`src/rtl/sample_capture_arbiter.sv`:
```
// Round-robin arbiter that serialises four bus-sample sources onto one FIFO push port,
// with one-entry holding registers, run control and saturating sample/drop counters.
module sample_capture_arbiter #(
  parameter int DW = 32,
  parameter int CW = 8
) (
  input  logic            clk,
  input  logic            rst,
  input  logic            enable,
  input  logic            clr,
  input  logic [CW-1:0]   limit,
  input  logic [3:0]      req,
  input  logic [4*DW-1:0] req_data,
  input  logic            fifo_full,
  output logic            fifo_push,
  output logic [DW-1:0]   fifo_wdata,
  output logic [1:0]      fifo_src,
  output logic [CW-1:0]   sample_cnt,
  output logic [CW-1:0]   drop_cnt,
  output logic            done
);

  localparam logic [1:0] S_IDLE = 2'd0;
  localparam logic [1:0] S_RUN  = 2'd1;
  localparam logic [1:0] S_DONE = 2'd2;

  logic [1:0]    r_state;
  logic [3:0]    r_hv;
  logic [DW-1:0] r_hd [4];
  logic [1:0]    r_rr;
  logic [CW-1:0] r_sample_cnt;
  logic [CW-1:0] r_drop_cnt;

  logic [7:0]    w_hv_dbl;
  logic [3:0]    w_hv_rot;
  logic [1:0]    w_off;
  logic [1:0]    w_grant_idx;
  logic          w_push;
  logic [CW:0]   w_cnt_inc;
  logic          w_limit_hit;
  logic          w_capture_en;
  logic [3:0]    w_granted;
  logic [3:0]    w_load;
  logic [3:0]    w_drop;
  logic [2:0]    w_drop_num;
  logic [CW:0]   w_drop_sum;
  logic [3:0]    w_hv_next;

  // Rotate hv so bit 0 is the slot at the round-robin pointer, then take the lowest set bit.
  always_comb begin
    w_hv_dbl = {r_hv, r_hv} >> r_rr;
    w_hv_rot = w_hv_dbl[3:0];
    if (w_hv_rot[0])      w_off = 2'd0;
    else if (w_hv_rot[1]) w_off = 2'd1;
    else if (w_hv_rot[2]) w_off = 2'd2;
    else                  w_off = 2'd3;
    w_grant_idx = r_rr + w_off;
  end

  assign w_push     = (r_state == S_RUN) && (|r_hv) && !fifo_full;
  assign fifo_push  = w_push;
  assign fifo_wdata = w_push ? r_hd[w_grant_idx] : '0;
  assign fifo_src   = w_push ? w_grant_idx : 2'd0;

  // ">=" rather than "==" so a limit lowered below the current count still ends the run.
  assign w_cnt_inc    = {1'b0, r_sample_cnt} + 1'b1;
  assign w_limit_hit  = w_push && (limit != '0) && (w_cnt_inc >= {1'b0, limit});
  assign w_capture_en = (r_state == S_RUN) && enable && !w_limit_hit;

  // NOTE: every always_comb output gets a default first so no path can infer a latch.
  always_comb begin
    w_granted  = '0;
    w_load     = '0;
    w_drop     = '0;
    w_hv_next  = r_hv;
    w_drop_num = '0;
    for (int i = 0; i < 4; i++) begin
      w_granted[i] = w_push && (w_grant_idx == 2'(i));
      w_load[i]    = w_capture_en && req[i] && (!r_hv[i] || w_granted[i]);
      w_drop[i]    = w_capture_en && req[i] && r_hv[i] && !w_granted[i];
      if (w_load[i])         w_hv_next[i] = 1'b1;
      else if (w_granted[i]) w_hv_next[i] = 1'b0;
      w_drop_num = w_drop_num + {2'b00, w_drop[i]};
    end
    if (!w_capture_en) w_hv_next = '0;
  end

  assign w_drop_sum = {1'b0, r_drop_cnt} + {{(CW-2){1'b0}}, w_drop_num};

  // NOTE: sequential state uses non-blocking assignments only, so every flop samples pre-edge values.
  always_ff @(posedge clk) begin
    if (rst) begin
      r_state      <= S_IDLE;
      r_hv         <= '0;
      r_rr         <= '0;
      r_sample_cnt <= '0;
      r_drop_cnt   <= '0;
      // NOTE: the holding words are only four registers, so they are reset to keep the bus deterministic.
      for (int i = 0; i < 4; i++) r_hd[i] <= '0;
    end else if (clr) begin
      r_state      <= S_IDLE;
      r_hv         <= '0;
      r_rr         <= '0;
      r_sample_cnt <= '0;
      r_drop_cnt   <= '0;
    end else begin
      case (r_state)
        S_IDLE:  if (enable) r_state <= S_RUN;
        S_RUN: begin
          if (w_limit_hit)  r_state <= S_DONE;
          else if (!enable) r_state <= S_IDLE;
        end
        S_DONE:  r_state <= S_DONE;
        default: r_state <= S_IDLE;
      endcase

      r_hv <= w_hv_next;
      for (int i = 0; i < 4; i++) begin
        if (w_load[i]) r_hd[i] <= req_data[i*DW +: DW];
      end

      if (w_push) begin
        r_rr <= w_grant_idx + 2'd1;
        if (r_sample_cnt != '1) r_sample_cnt <= w_cnt_inc[CW-1:0];
      end

      r_drop_cnt <= w_drop_sum[CW] ? '1 : w_drop_sum[CW-1:0];
    end
  end

  assign sample_cnt = r_sample_cnt;
  assign drop_cnt   = r_drop_cnt;
  assign done       = (r_state == S_DONE);

endmodule

```
`config.mk`:
```
export PLATFORM = sky130hd
export DESIGN_NAME = sample_capture_arbiter
export DESIGN_NICKNAME = d
export VERILOG_FILES = /design/src/rtl/sample_capture_arbiter.sv
export SDC_FILE = /design/constraint.sdc
export NUM_CORES = 1
export LEC_CHECK = 0
export CAP_MARGIN = 20
export CORE_MARGIN = 5
export CORE_UTILIZATION = 50
export CTS_CLUSTER_SIZE = 12
export DETAILED_ROUTE_END_ITERATION = 6
export HOLD_SLACK_MARGIN = 0.02
export PLACE_DENSITY = 0.75
export SYNTH_ARGS = -nofsm -noshare
export SYNTH_HDL_FRONTEND = slang
export SYNTH_SLANG_ARGS = --single-unit
```
`constraint.sdc`:
```
create_clock -name clk -period 5.5 [get_ports clk]
set_clock_uncertainty 0.05 [all_clocks]
set_input_delay 1.1 -clock clk [delete_from_list [all_inputs] [get_ports clk]]
set_output_delay 1.1 -clock clk [all_outputs]
set_load 0.01 [all_outputs]
```
# Word-level counts from Yosys, hierarchy flattened
# Memories as Yosys holds them, arrays and structs flattened.
# Cells that the tools add are included.
[totals]
in_bits = 145
memories = 1
ff_bits = 24
ram_bits = 128
output_inout_bits = 52
word_cells = 123
[mem_list]
columns = ["memory", "depth", "width", "rd", "rd_ports_with_merged_regs", "wr", "line_no", "rtl"]
rows = [
  ["r_hd", 4, 32, 1, 0, 4, "29", "logic [DW-1:0] r_hd [4];"],
]
[classes]
add_sub_neg = 7
magnitude_cmp = 1
n_reduce_logical = 52
mux = 40
n_shift = 1
eq_ne = 8
bitwise = 5
[op_table]
columns = ["operator", "count"]
rows = [
  ["$mux 32", 5],
  ["$mux 1", 27],
  ["$logic_and 1x1->1", 26],
  ["$mux 2", 6],
  ["$logic_not 1->1", 10],
  ["$add 8x1->9 const B", 1],
  ["$add 8x3->9", 1],
  ["$ge 9x8->1", 1],
  ["$mux 8", 1],
  ["$ne 8x8->1 const B", 1],
  ["$reduce_bool 2->1", 4],
  ["$reduce_bool 8->1", 1],
  ["$shr 8x2->3", 1],
  ["$eq 2x2->1 const B", 3],
  ["$pmux 2 s3", 1],
  ["$eq 2x1->1 const B", 2],
  ["$logic_not 2->1", 2],
  ["$logic_or 1x1->1", 4],
  ["$or 1x1->1", 4],
  ["$reduce_and 2->1", 2],
  ["$reduce_or 4->1", 1],
  ["$add 2x1->3", 1],
  ["$add 3x1->3", 1],
  ["$ne 3x3->1 const B", 1],
  ["other kinds (7)", 7],
]

# Logic depth before layout (Yosys ltp)
# Gate-level depths: netlist (run 1).
[logic_depth]
depth_word = 15
ltp_mapped = 21
ltp_nobuf = 20

# Worst setup path after synthesis (run 1)
# Ideal clock, no wire load.
[synth_timing]
kind = "register -> register"
startpoint = "register r_hv[1]"
endpoint = "memory r_hd[1][0], enable pin"
required_ps = 4980
slack_ps = 22
period_less_slack_ps = 5478
arrival_ps = 4958
path_stages_with_launch = 15
cell_sequence = "dfxtp_1 buf_2 clkbuf_1 clkbuf_1 a221oi_1 a21oi_1 a211o_1 ha_1 xor2_1 inv_1 ha_1 a21boi_0 nand2b_1 buf_2 o31ai_1"
[synth_rtl]
columns = ["item", "line_no", "rtl"]
rows = [
  ["start, declared", "28", "logic [3:0] r_hv;"],
  ["start signal, assigned", "117", "r_hv <= w_hv_next;"],
  ["end, declared", "29", ""],
]

# Worst setup path in the final report (run 1)
[layout_timing]
startpoint = "register r_hv[3]"
endpoint = "output port fifo_wdata[20]"
[layout_between]
elab_chain_len = 7
[layout_lines]
columns = ["item", "line_no", "rtl"]
rows = [
  ["$shr 8x2->3", "51", "w_hv_dbl = {r_hv, r_hv} >> r_rr;"],
  ["$mux 1", "55", "else if (w_hv_rot[2]) w_off = 2'd2;"],
  ["$mux 2", "54", "else if (w_hv_rot[1]) w_off = 2'd1;"],
  ["$mux 2", "53", "if (w_hv_rot[0]) w_off = 2'd0;"],
  ["$add 2x2->2", "57", "w_grant_idx = r_rr + w_off;"],
  ["$mem_v2 4x32", "--", ""],
  ["$mux 32 (*)", "62", "assign fifo_wdata = w_push ? r_hd[w_grant_idx] : '0;"],
  ["end, declared", "16", "output logic [DW-1:0] fifo_wdata,"],
]
# Mark *: on every way between the ends. The rest lies on a longest branch, timed or not.

==> impl_metrics.py, run 1 <==
metrics = {
    "timing": {
        "setup_tns_ns": 0,
        "rsz0062_at_grt": "no",
        "holdWs_ns": 0.4744,
        "worst_pin_slew_ns": 1.160,
        "timing.fmax_mhz": 188.6,
        "drv_slew": 0,
        "period_share_pct": 96.41,
        "hold_viol": 0,
        "period_minus_slack_ns": 5.302,
        "max_slew_margin_pct": 22.54,
        "finalSetupViolCount": 0,
    },
    "min_path": {
        "min_path_cells": 2,
        "hold_end": "sample_cnt[1]",
        "hold_path_startpoint": "sample_cnt[1]",
        "min_path_type": "register to register",
    },
    "route": {
        "dr.pass1.iters": 6,
        "drt-vias-per-instance": 6.704,
        "vias": 13400,
        "wirelength_mm": 42.29,
        "wl_per_cell_um": 21.17,
        "drc": 0,
        "dr.first_iter.drc_count": 1780,
        "ant_nets": 0,
    },
    "setup_path": {
        "critPathArrivalTime_ns": 4.15,
        "rr_worst_depth": 19,
        "crit_fanout": 88,
        "end_kind": "primary output",
        "regToRegStartpoint": "r_hv[3]",
        "crit_type": "register to primary output",
        "crit_required_ns": 4.35,
        "rr_endpoint": "drop_cnt[5]",
        "cp-start-kind": "register",
        "rrSetupSlack_ns": 0.46,
    },
    "layout": {
        "register_area_mm2": 0.004330,
        "nets": 1818,
        "multiInputGateArea_mm2": 0.007315,
        "layout_commonest_cell": "nand2_1",
        "antennaDiodeCount": 0,
        "fillers": 2167,
        "syn_to_final_growth_pct": 21.12,
        "final_cell_mix": "332 x nand2_1, 233 x a21oi_1, 196 x clkdlybuf4s50_1",
        "drive_gt1_share_pct": 8.813,
    },
    "global_routing": {
        "grt_first_pass_wirelength_mm": 65.96,
        "grt_usage_pct": 28.44,
        "use_met1_pct": 36.91,
        "use_met2_pct": 46.23,
        "gr-max-usage-layer": "met2",
        "antenna_found_initial": 0,
        "grt-ovfl-total": 0,
        "grt_max_degree": 104,
        "grt_pass1_vias": 12550,
        "gr-usage-met3_pct": 5.605,
    },
    "logic_synthesis": {
        "synth-edff-count": 128,
        "netlist_area_mm2": 0.01260,
        "syn_area_per_cell_um2": 7.922,
        "postSynthCellCount": 1590,
        "ys_ff_latch": 152,
        "ys_seq_area_share_pct": 34.33,
        "synthArstFlopShare_pct": 0,
        "dominantRegCellSynth": "edfxtp_1",
        "synth_cell_types": 49,
        "yosysWarnings": 0,
        "synth_nets": 1753,
    },
    "run_status": {
        "status": "finished, final reports clean",
    },
    "pwr": {
        "internal_power_w": 0.002023,
        "clock_power_share_pct": 43.1,
        "leakage_nw": 4.803,
        "seq_power_share_pct": 47.1,
        "vdd_ir_drop_max_uv": 198.2,
        "p_sw_share_pct": 27.12,
        "combPwrFrac_pct": 9.8,
        "switching_power_w": 0.0007525,
        "p_per_area_mw_per_mm2": 181.9,
    },
    "floorplanning": {
        "die_h_um": 168.7,
        "fp-row-count": 58,
        "fp.dieW_um": 168.7,
        "io-pin-count": 197,
        "initial_utilization_pct": 50.46,
        "dieArea_mm2": 0.02847,
        "fp.coreArea_mm2": 0.02496,
    },
    "cts": {
        "clk_pin_slew_ns": 0.08,
        "clkSinkCount": 152,
        "clk_latency_ns": 0.44,
        "cts_buffer_depth": 2,
        "numCtsBuffers": 17,
        "ctsHoldBuffers": 0,
        "cts_tree": "built",
        "htreeDepth": 4,
        "cts_root_buffer": "clkbuf_16",
        "cts.repair.resized": 0,
        "postCtsSetupBuffers": 0,
    },
    "placement": {
        "globalplace.congestion": 0.8889,
        "port_buffers": 196,
        "dp_hpwl_mm": 26.48,
    },
    "job": {
        "cap_violations": 0,
    },
}
==> cells by family (layout without fill, tap and decap cells) <==
family / Yosys count / in the layout / share of synthesized area [%]
fa+ha+maj: 18 / 18 / 1.967
buf+inv: 254 / 331 / 8.672
flops: 152 / 152 / 34.33
xor+xnor: 15 / 15 / 1.043
simple gates: 633 / 634 / 27.42
mux: 4 / 4 / 0.3377
compound gates: 514 / 514 / 26.23
==> power by group through the flow <==
stage / combinational (W) / sequential (W) / clock (W)
floorplan: 0.000115 / 0.00132 / 0
global placement: 0.000265 / 0.00133 / 0
detailed placement: 0.000269 / 0.00133 / 0
CTS: 0.000271 / 0.00131 / 0.00120
global route: 0.000289 / 0.00131 / 0.00125
finish: 0.000272 / 0.00131 / 0.00119
==> critical path: stages, from the launching register on <==
cell and delay (ns):
dfxtp_1 0.47, inv_1 0.12, nor3_1 0.20, a31oi_1 0.06
a21oi_1 0.18, a211o_1 0.12, ha_1 0.43, nor2b_4 0.27
buf_12 0.36, nand4b_1 0.15, o2111ai_1 0.15, nor3_1 0.11
o21ai_0 0.42, clkdlybuf4s50_1 0.64
==> state kept, by name, indices dropped and copies added (netlist names) <==
| signal | count |
|---|---|
| sample_cnt | 8 |
| r_hv | 4 |
| r_rr | 2 |
| r_state | 2 |
| r_hd | 128 |
| drop_cnt | 8 |
==> worst max-delay path by stage <==
stage,startpoint,to,cells past startpoint
after floorplan,r_hv[1],r_hd[1][0],14
after global placement,limit[2],drop_cnt[1],16
after detailed placement,limit[2],drop_cnt[4],16
after CTS,r_rr[0],fifo_wdata[13],13
after global routing,r_hv[3],fifo_wdata[0],13
final,r_hv[3],fifo_wdata[20],13
==> metal layers <==
metal | part of all wire (%) | wire (µm)
met2 | 47 | 19680
met4 | 4.5 | 1895
met3 | 8.9 | 3759
met5 | 0 | 0
met1 | 40 | 16950
==> Yosys cell counts, types with 3 or more instances <==
master	n	share of area (%)
edfxtp_1	128	31
o21ai_0	36	1.4
ha_1	15	1.5
buf_2	51	2.0
xnor2_1	11	0.76
nor2_1	22	0.66
fa_1	3	0.48
nand4b_1	64	4.5
o31ai_1	36	2.1
a21boi_0	5	0.30
o2111ai_1	64	4.5
nand3_1	6	0.24
dfxtp_1	24	3.8
nand2_1	332	9.9
nor3b_1	3	0.18
nor2b_1	10	0.50
nor3_1	44	1.7
clkbuf_1	117	3.5
a21oi_1	233	9.3
inv_1	60	1.8
nand2b_1	4	0.20
nor4_2	42	4.2
o211ai_1	128	7.6
buf_1	12	0.36
buf_6	7	0.63
nand4_1	92	4.6
and3_1	3	0.15
buf_4	6	0.36
xor2_1	4	0.28
==> cell type report <==
type                       instances  area share, %
sequential                       152          28.39
multi-input combinational       1185          47.95
clock inverter                    14         0.9514
clock buffer                      18          2.879
inverter                          61          1.501
timing repair buffer             238          15.63
tap                              330          2.706
==> per-stage QoR <==
step | total power, W | setup slack [ns] | instances | util [%] | instance area, µm²
after floorplan | 0.001439 | 0.02226 | 1590 | - | 12600
after global placement | 0.001595 | 0.5997 | 1964 | 58.63 | 14640
after detailed placement | 0.001600 | 0.4975 | 1964 | 58.63 | 14640
after CTS | 0.002775 | 0.1411 | 1996 | 60.97 | 15220
after global routing | 0.002850 | 0.05946 | 1998 | 61.11 | 15260
final | 0.002775 | 0.1975 | 1998 | 61.11 | 15260
Note: power is estimated with default switching activity, not from simulation.
==> inputs of run 2 (changes only) <==
ABC_AREA = 1   (was unset)
CORE_UTILIZATION = 47   (was 50)
CTS_BUF_LIST = sky130_fd_sc_hd__clkbuf_4 sky130_fd_sc_hd__clkbuf_8   (was unset)
PLACE_DENSITY = 0.76   (was 0.75)
==> impl_metrics.py, run 2 <==
metrics = {
    "run_status": {
        "status": "finished, final reports clean",
    },
    "logic_synthesis": {
        "postSynthCellCount": 953,
        "yosysTopAreaCell": "edfxtp_1",
        "yosysWarnings": 0,
        "synth_top_area_share_pct": 44.82,
        "yosysMostFrequentCell": "nand2_1",
        "ys_seq_area_share_pct": 50.42,
        "netlist_area_mm2": 0.008576,
        "ys_ff_latch": 152,
        "synth_cell_types": 39,
        "synth-edff-count": 128,
        "synth_nets": 1116,
        "synthArstFlopShare_pct": 0,
        "netlist_top_cells_area": "edfxtp_1 45%, nand2_1 9.6%, nor3_2 9.0%",
        "synth_common_cells": "219 x nand2_1, 173 x inv_1, 128 x edfxtp_1",
        "dominantRegCellSynth": "edfxtp_1",
        "syn_area_per_cell_um2": 8.999,
    },
    "route": {
        "dr.first_iter.drc_count": 498,
        "dr.pass1.iters": 5,
        "wirelength_mm": 22.27,
        "wl_per_cell_um": 16.28,
        "ant_nets": 0,
        "drc": 0,
        "drt-vias-per-instance": 4.948,
        "vias": 6769,
    },
    "setup_path": {
        "rr_endpoint": "drop_cnt[5]",
        "crit_required_ns": 4.35,
        "rrSetupSlack_ns": 0.68,
        "crit_fanout": 46,
        "critPathArrivalTime_ns": 3.83,
        "crit_type": "register to primary output",
        "rr_worst_depth": 23,
        "end_kind": "primary output",
        "cp-start-kind": "register",
        "regToRegStartpoint": "r_rr[0]",
    },
    "cts": {
        "clk_pin_slew_ns": 0.09,
        "numCtsBuffers": 17,
        "cts.repair.resized": 0,
        "clk_latency_ns": 0.45,
        "cts_buffer_depth": 2,
        "cts_root_buffer": "clkbuf_8",
        "cts_tree": "built",
        "ctsHoldBuffers": 0,
        "postCtsSetupBuffers": 0,
        "clkSinkCount": 152,
        "htreeDepth": 4,
    },
    "timing": {
        "setup_slack_ns": 0.5210,
        "drv_slew": 0,
        "worst_pin_slew_ns": 1.113,
        "timing.fmax_mhz": 200.8,
        "setup_tns_ns": 0,
        "period_minus_slack_ns": 4.979,
        "max_slew_margin_pct": 25.53,
        "period_share_pct": 90.53,
        "finalSetupViolCount": 0,
        "hold_viol": 0,
        "rsz0062_at_grt": "no",
    },
    "floorplanning": {
        "initial_utilization_pct": 47.74,
        "dieArea_mm2": 0.02105,
        "die_h_um": 145.1,
        "io-pin-count": 197,
        "fp.dieW_um": 145.1,
        "fp-row-count": 49,
        "fp.coreArea_mm2": 0.01796,
    },
    "global_routing": {
        "grt_max_degree": 85,
        "grt-ovfl-total": 0,
        "grt_pass1_vias": 6420,
        "grt_first_pass_wirelength_mm": 34.89,
        "antenna_found_initial": 0,
        "grt_usage_pct": 20.59,
    },
    "job": {
        "cap_violations": 0,
    },
    "layout": {
        "final_cell_mix": "219 x nand2_1, 196 x clkdlybuf4s50_1, 172 x inv_1",
        "fin_area_mm2": 0.01102,
        "fillers": 1486,
        "nets": 1290,
        "antennaDiodeCount": 0,
        "drive_gt1_share_pct": 13.17,
        "top_register": "r_hd",
        "syn_to_final_growth_pct": 28.52,
        "layout_commonest_cell": "nand2_1",
        "largest_reg_flops": 128,
    },
    "placement": {
        "globalplace.congestion": 0.8617,
        "port_buffers": 196,
        "pre_cts_ws_ns": 0.6087,
        "placed_area_mm2": 0.01060,
        "dp_hpwl_mm": 15.50,
    },
    "pwr": {
        "p_per_area_mw_per_mm2": 221.2,
        "vdd_ir_drop_max_uv": 175.3,
        "leakage_nw": 4.767,
    },
    "min_path": {
        "min_path_cells": 1,
        "hold_end": "r_state[0]",
        "min_path_type": "register to register",
        "hold_path_startpoint": "r_state[1]",
    },
}
-- run 2: how the worst max path moves through the flow --
stage | startpoint | endpoint | slack (ns) | cells past startpoint
floorplan | r_rr[0] | r_hd[0][0] | 0.12 | 14
global placement | limit[2] | drop_cnt[5] | 0.72 | 23
detailed placement | limit[2] | drop_cnt[7] | 0.61 | 23
CTS | r_rr[0] | fifo_wdata[27] | 0.48 | 12
global route | r_rr[0] | fifo_wdata[15] | 0.06 | 12
finish | r_rr[0] | fifo_wdata[27] | 0.52 | 12
-- run 2: worst max-delay path: stages (launching register included) --
cell and delay [ns]:
dfxtp_1 0.51, o21ai_0 0.24, o21ai_0 0.21, nand2_1 0.07
o21ai_0 0.08, ha_2 0.31, inv_2 0.34, buf_4 0.54
nand2_1 0.10, nand2_1 0.07, o21ai_0 0.17, nor2_1 0.18
clkdlybuf4s50_1 0.55
-- run 2: area by class of cell --
cell class | instances | area [µm²] | share of cell area (%)
sequential | 152 | 4324 | 39.23
multi-input combinational | 573 | 3278 | 29.74
timing repair buffer | 207 | 2044 | 18.55
inverter | 176 | 668.1 | 6.062
tap | 229 | 286.5 | 2.600
clock buffer | 17 | 234.0 | 2.123
clock inverter | 14 | 186.4 | 1.691
-- run 2: cells by family (layout without fill, tap and decap cells) --
group | Yosys count | count (layout) | share of synthesized area [%]
AOI/OAI and AO/OA | 79 | 79 | 5.019
DFF | 152 | 152 | 50.42
buffers and inverters | 228 | 414 | 11.73
adders and majority gates | 18 | 18 | 2.889
and+or+nand+nor | 466 | 466 | 28.92
xor gates and xnor gates | 10 | 10 | 1.021
-- run 2: metrics by stage --
stage	power [W]	hold WS, ns	instances	util, %
final	0.002438	0.4229	1368	61.36
after global routing	0.002531	0.4556	1368	61.36
after CTS	0.002459	0.4213	1368	61.36
after detailed placement	0.001544	0.4075	1337	59.02
after global placement	0.001541	0.3816	1337	59.02
after floorplan	0.001409	0.3731	953	-
-- run 2: metal layers --
| layer | part of all wire [%] | wire [µm] | track usage [%] | up-vias |
|---|---|---|---|---|
| met1 | 44 | 9810 | 28.61 | 3127 |
| met3 | 6.7 | 1487 | 4.740 | 20 |
| li1 | - | - | - | 3391 |
| met5 | 0 | 0 | 0 | - |
| met2 | 48 | 10610 | 32.56 | 231 |
| met4 | 1.6 | 361 | 5.737 | 0 |
-- run 2: where the power goes --
part / switching, W / internal, W / total [W]
combinational: 0.000113 / 0.000115 / 0.000227
clock: 0.000461 / 0.000461 / 0.000921
sequential: 0.00000932 / 0.00128 / 0.00129
total: 0.000582 / 0.00186 / 0.00244
==> inputs of run 3 (changes only) <==
CORE_UTILIZATION = 46   (was 47)
CTS_BUF_LIST = unset   (was sky130_fd_sc_hd__clkbuf_4 sky130_fd_sc_hd__clkbuf_8)
PLACE_DENSITY = 0.74   (was 0.76)
==> impl_metrics.py, run 3 (synthesis results as in run 2) <==
metrics = {
    "setup_path": {
        "critPathArrivalTime_ns": 3.90,
        "cp-start-kind": "register",
        "crit_fanout": 40,
        "worst_path_max_delay_cell": "clkdlybuf4s50_1",
        "slowest_delay_ns": 0.58,
        "end_kind": "primary output",
        "crit_type": "register to primary output",
        "crit_required_ns": 4.35,
        "cp_cell_sequence": "o21ai_0 -> o21ai_0 -> nand2_1 -> o21ai_0 -> ha_2 -> inv_2 -> buf_4 -> nand2_1 -> nand2_1 -> nor2_1 -> nor2_1 -> clkdlybuf4s50_1",
    },
    "timing": {
        "hold_viol": 0,
        "timing.fmax_mhz": 198.2,
        "max_slew_margin_pct": 47.57,
        "setup_tns_ns": 0,
        "period_share_pct": 91.76,
        "finalSetupViolCount": 0,
        "rsz0062_at_grt": "no",
        "drv_slew": 0,
        "worst_pin_slew_ns": 0.7865,
        "holdWs_ns": 0.3992,
        "period_minus_slack_ns": 5.047,
    },
    "route": {
        "ant_nets": 0,
        "dr.first_iter.drc_count": 531,
        "dr.pass1.iters": 6,
        "vias": 6803,
        "wl_per_cell_um": 16.56,
        "drc": 0,
        "wirelength_mm": 22.75,
        "drt-vias-per-instance": 4.951,
    },
    "placement": {
        "port_buffers": 196,
        "globalplace.congestion": 0.9059,
        "place_inst": 1342,
        "dp_hpwl_mm": 15.63,
    },
    "cts": {
        "cts_buffer_depth": 2,
        "clk_latency_ns": 0.42,
        "cts_root_buffer": "clkbuf_16",
        "clkSinkCount": 152,
        "ctsHoldBuffers": 0,
        "postCtsSetupBuffers": 0,
        "cts_tree": "built",
        "numCtsBuffers": 17,
        "cts.repair.resized": 0,
        "clk_pin_slew_ns": 0.06,
        "htreeDepth": 4,
    },
    "global_routing": {
        "use_met2_pct": 32.46,
        "gr-max-usage-layer": "met2",
        "grt_usage_pct": 21.17,
        "use_met1_pct": 29.39,
        "grt_max_degree": 124,
        "gr-usage-met3_pct": 4.221,
        "grt_first_pass_wirelength_mm": 35.91,
        "antenna_found_initial": 0,
        "grt_pass1_vias": 6724,
        "grt-ovfl-total": 0,
    },
    "floorplanning": {
        "initial_utilization_pct": 46.31,
        "fp.dieW_um": 146.5,
        "io-pin-count": 197,
        "die_h_um": 146.5,
        "dieArea_mm2": 0.02147,
        "fp-row-count": 50,
        "fp.coreArea_mm2": 0.01852,
    },
    "layout": {
        "syn_to_final_growth_pct": 30.73,
        "nets": 1291,
        "instances_no_fill": 1374,
        "antennaDiodeCount": 0,
        "layout_commonest_cell": "nand2_1",
        "final_cell_mix": "219 x nand2_1, 196 x clkdlybuf4s50_1, 172 x inv_1",
        "drive_gt1_share_pct": 13.25,
        "final_core_util_pct": 60.54,
        "top_register": "r_hd",
        "largest_reg_flops": 128,
    },
    "pwr": {
        "p_per_area_mw_per_mm2": 237.9,
        "leakage_nw": 4.851,
        "vdd_ir_drop_max_uv": 206.9,
    },
    "run_status": {
        "status": "finished, final reports clean",
    },
    "job": {
        "cap_violations": 0,
    },
    "min_path": {
        "min_path_type": "register to register",
    },
}
run 3: cell types whose count changed in the layout (fill, tap and decap cells not counted), moves of 2 or more:
cell,previous run,this run
clkinv_4,0,4
inv_8,3,0
clkinv_2,0,2
clkbuf_8,17,0
inv_6,6,4
clkbuf_16,0,17
run 3: worst paths after layout:
| path | slack [ns] | depth (start not counted) | to | from |
|---|---|---|---|---|
| worst min-delay path | 0.40 | 1 | r_state[0] | r_state[1] |
| worst min register to register | 0.40 | 1 | r_state[0] | r_state[1] |
| worst max register to register | 0.69 | 23 | drop_cnt[5] | r_rr[0] |
| worst max-delay path | 0.45 | 12 | fifo_wdata[5] | r_rr[0] |
run 3: layout make-up:
| class | count | area, µm² |
|---|---|---|
| Clock inverter | 14 | 150.1 |
| Sequential cell | 152 | 4324 |
| Fill cell | 1554 | 7307 |
| Inverter | 176 | 668.1 |
| Timing Repair Buffer | 208 | 2072 |
| Tap cell | 234 | 292.8 |
| Clock buffer | 17 | 425.4 |
| Multi-Input combinational cell | 573 | 3278 |
run 3: worst max-delay path: cells and delay by family (launching register included):
kind,cells,cell delay [ns]
AO/OA/AOI/OAI,3,0.53
adder cells (fa/ha/maj),1,0.31
buffers and inverters,3,1.59
flip-flops,1,0.51
AND/OR/NAND/NOR,5,0.51
run 3: report_power, final:
group | leakage [nW] | total [W] | internal, W | switching (W)
clock | 0.278 | 0.00115 | 0.000669 | 0.000477
sequential | 1.53 | 0.00129 | 0.00128 | 0.0000100
combinational | 3.05 | 0.000230 | 0.000117 | 0.000114
total | 4.85 | 0.00267 | 0.00207 | 0.000600
run 3: layer usage:
layer  part of all wire [%]  up-vias
li1                       -     3399
met1                     45     3095
met2                     46      262
met3                    5.9       47
met4                    3.6        0
met5                      0        -
run 3: stage by stage:
stage	instance area (µm²)	power [W]	setup slack, ns
floorplan	8576	0.001409	0.1184
global placement	10610	0.001541	0.6763
detailed placement	10610	0.001544	0.5619
CTS	11180	0.002683	0.4530
global route	11210	0.002771	0.2111
finish	11210	0.002667	0.4533
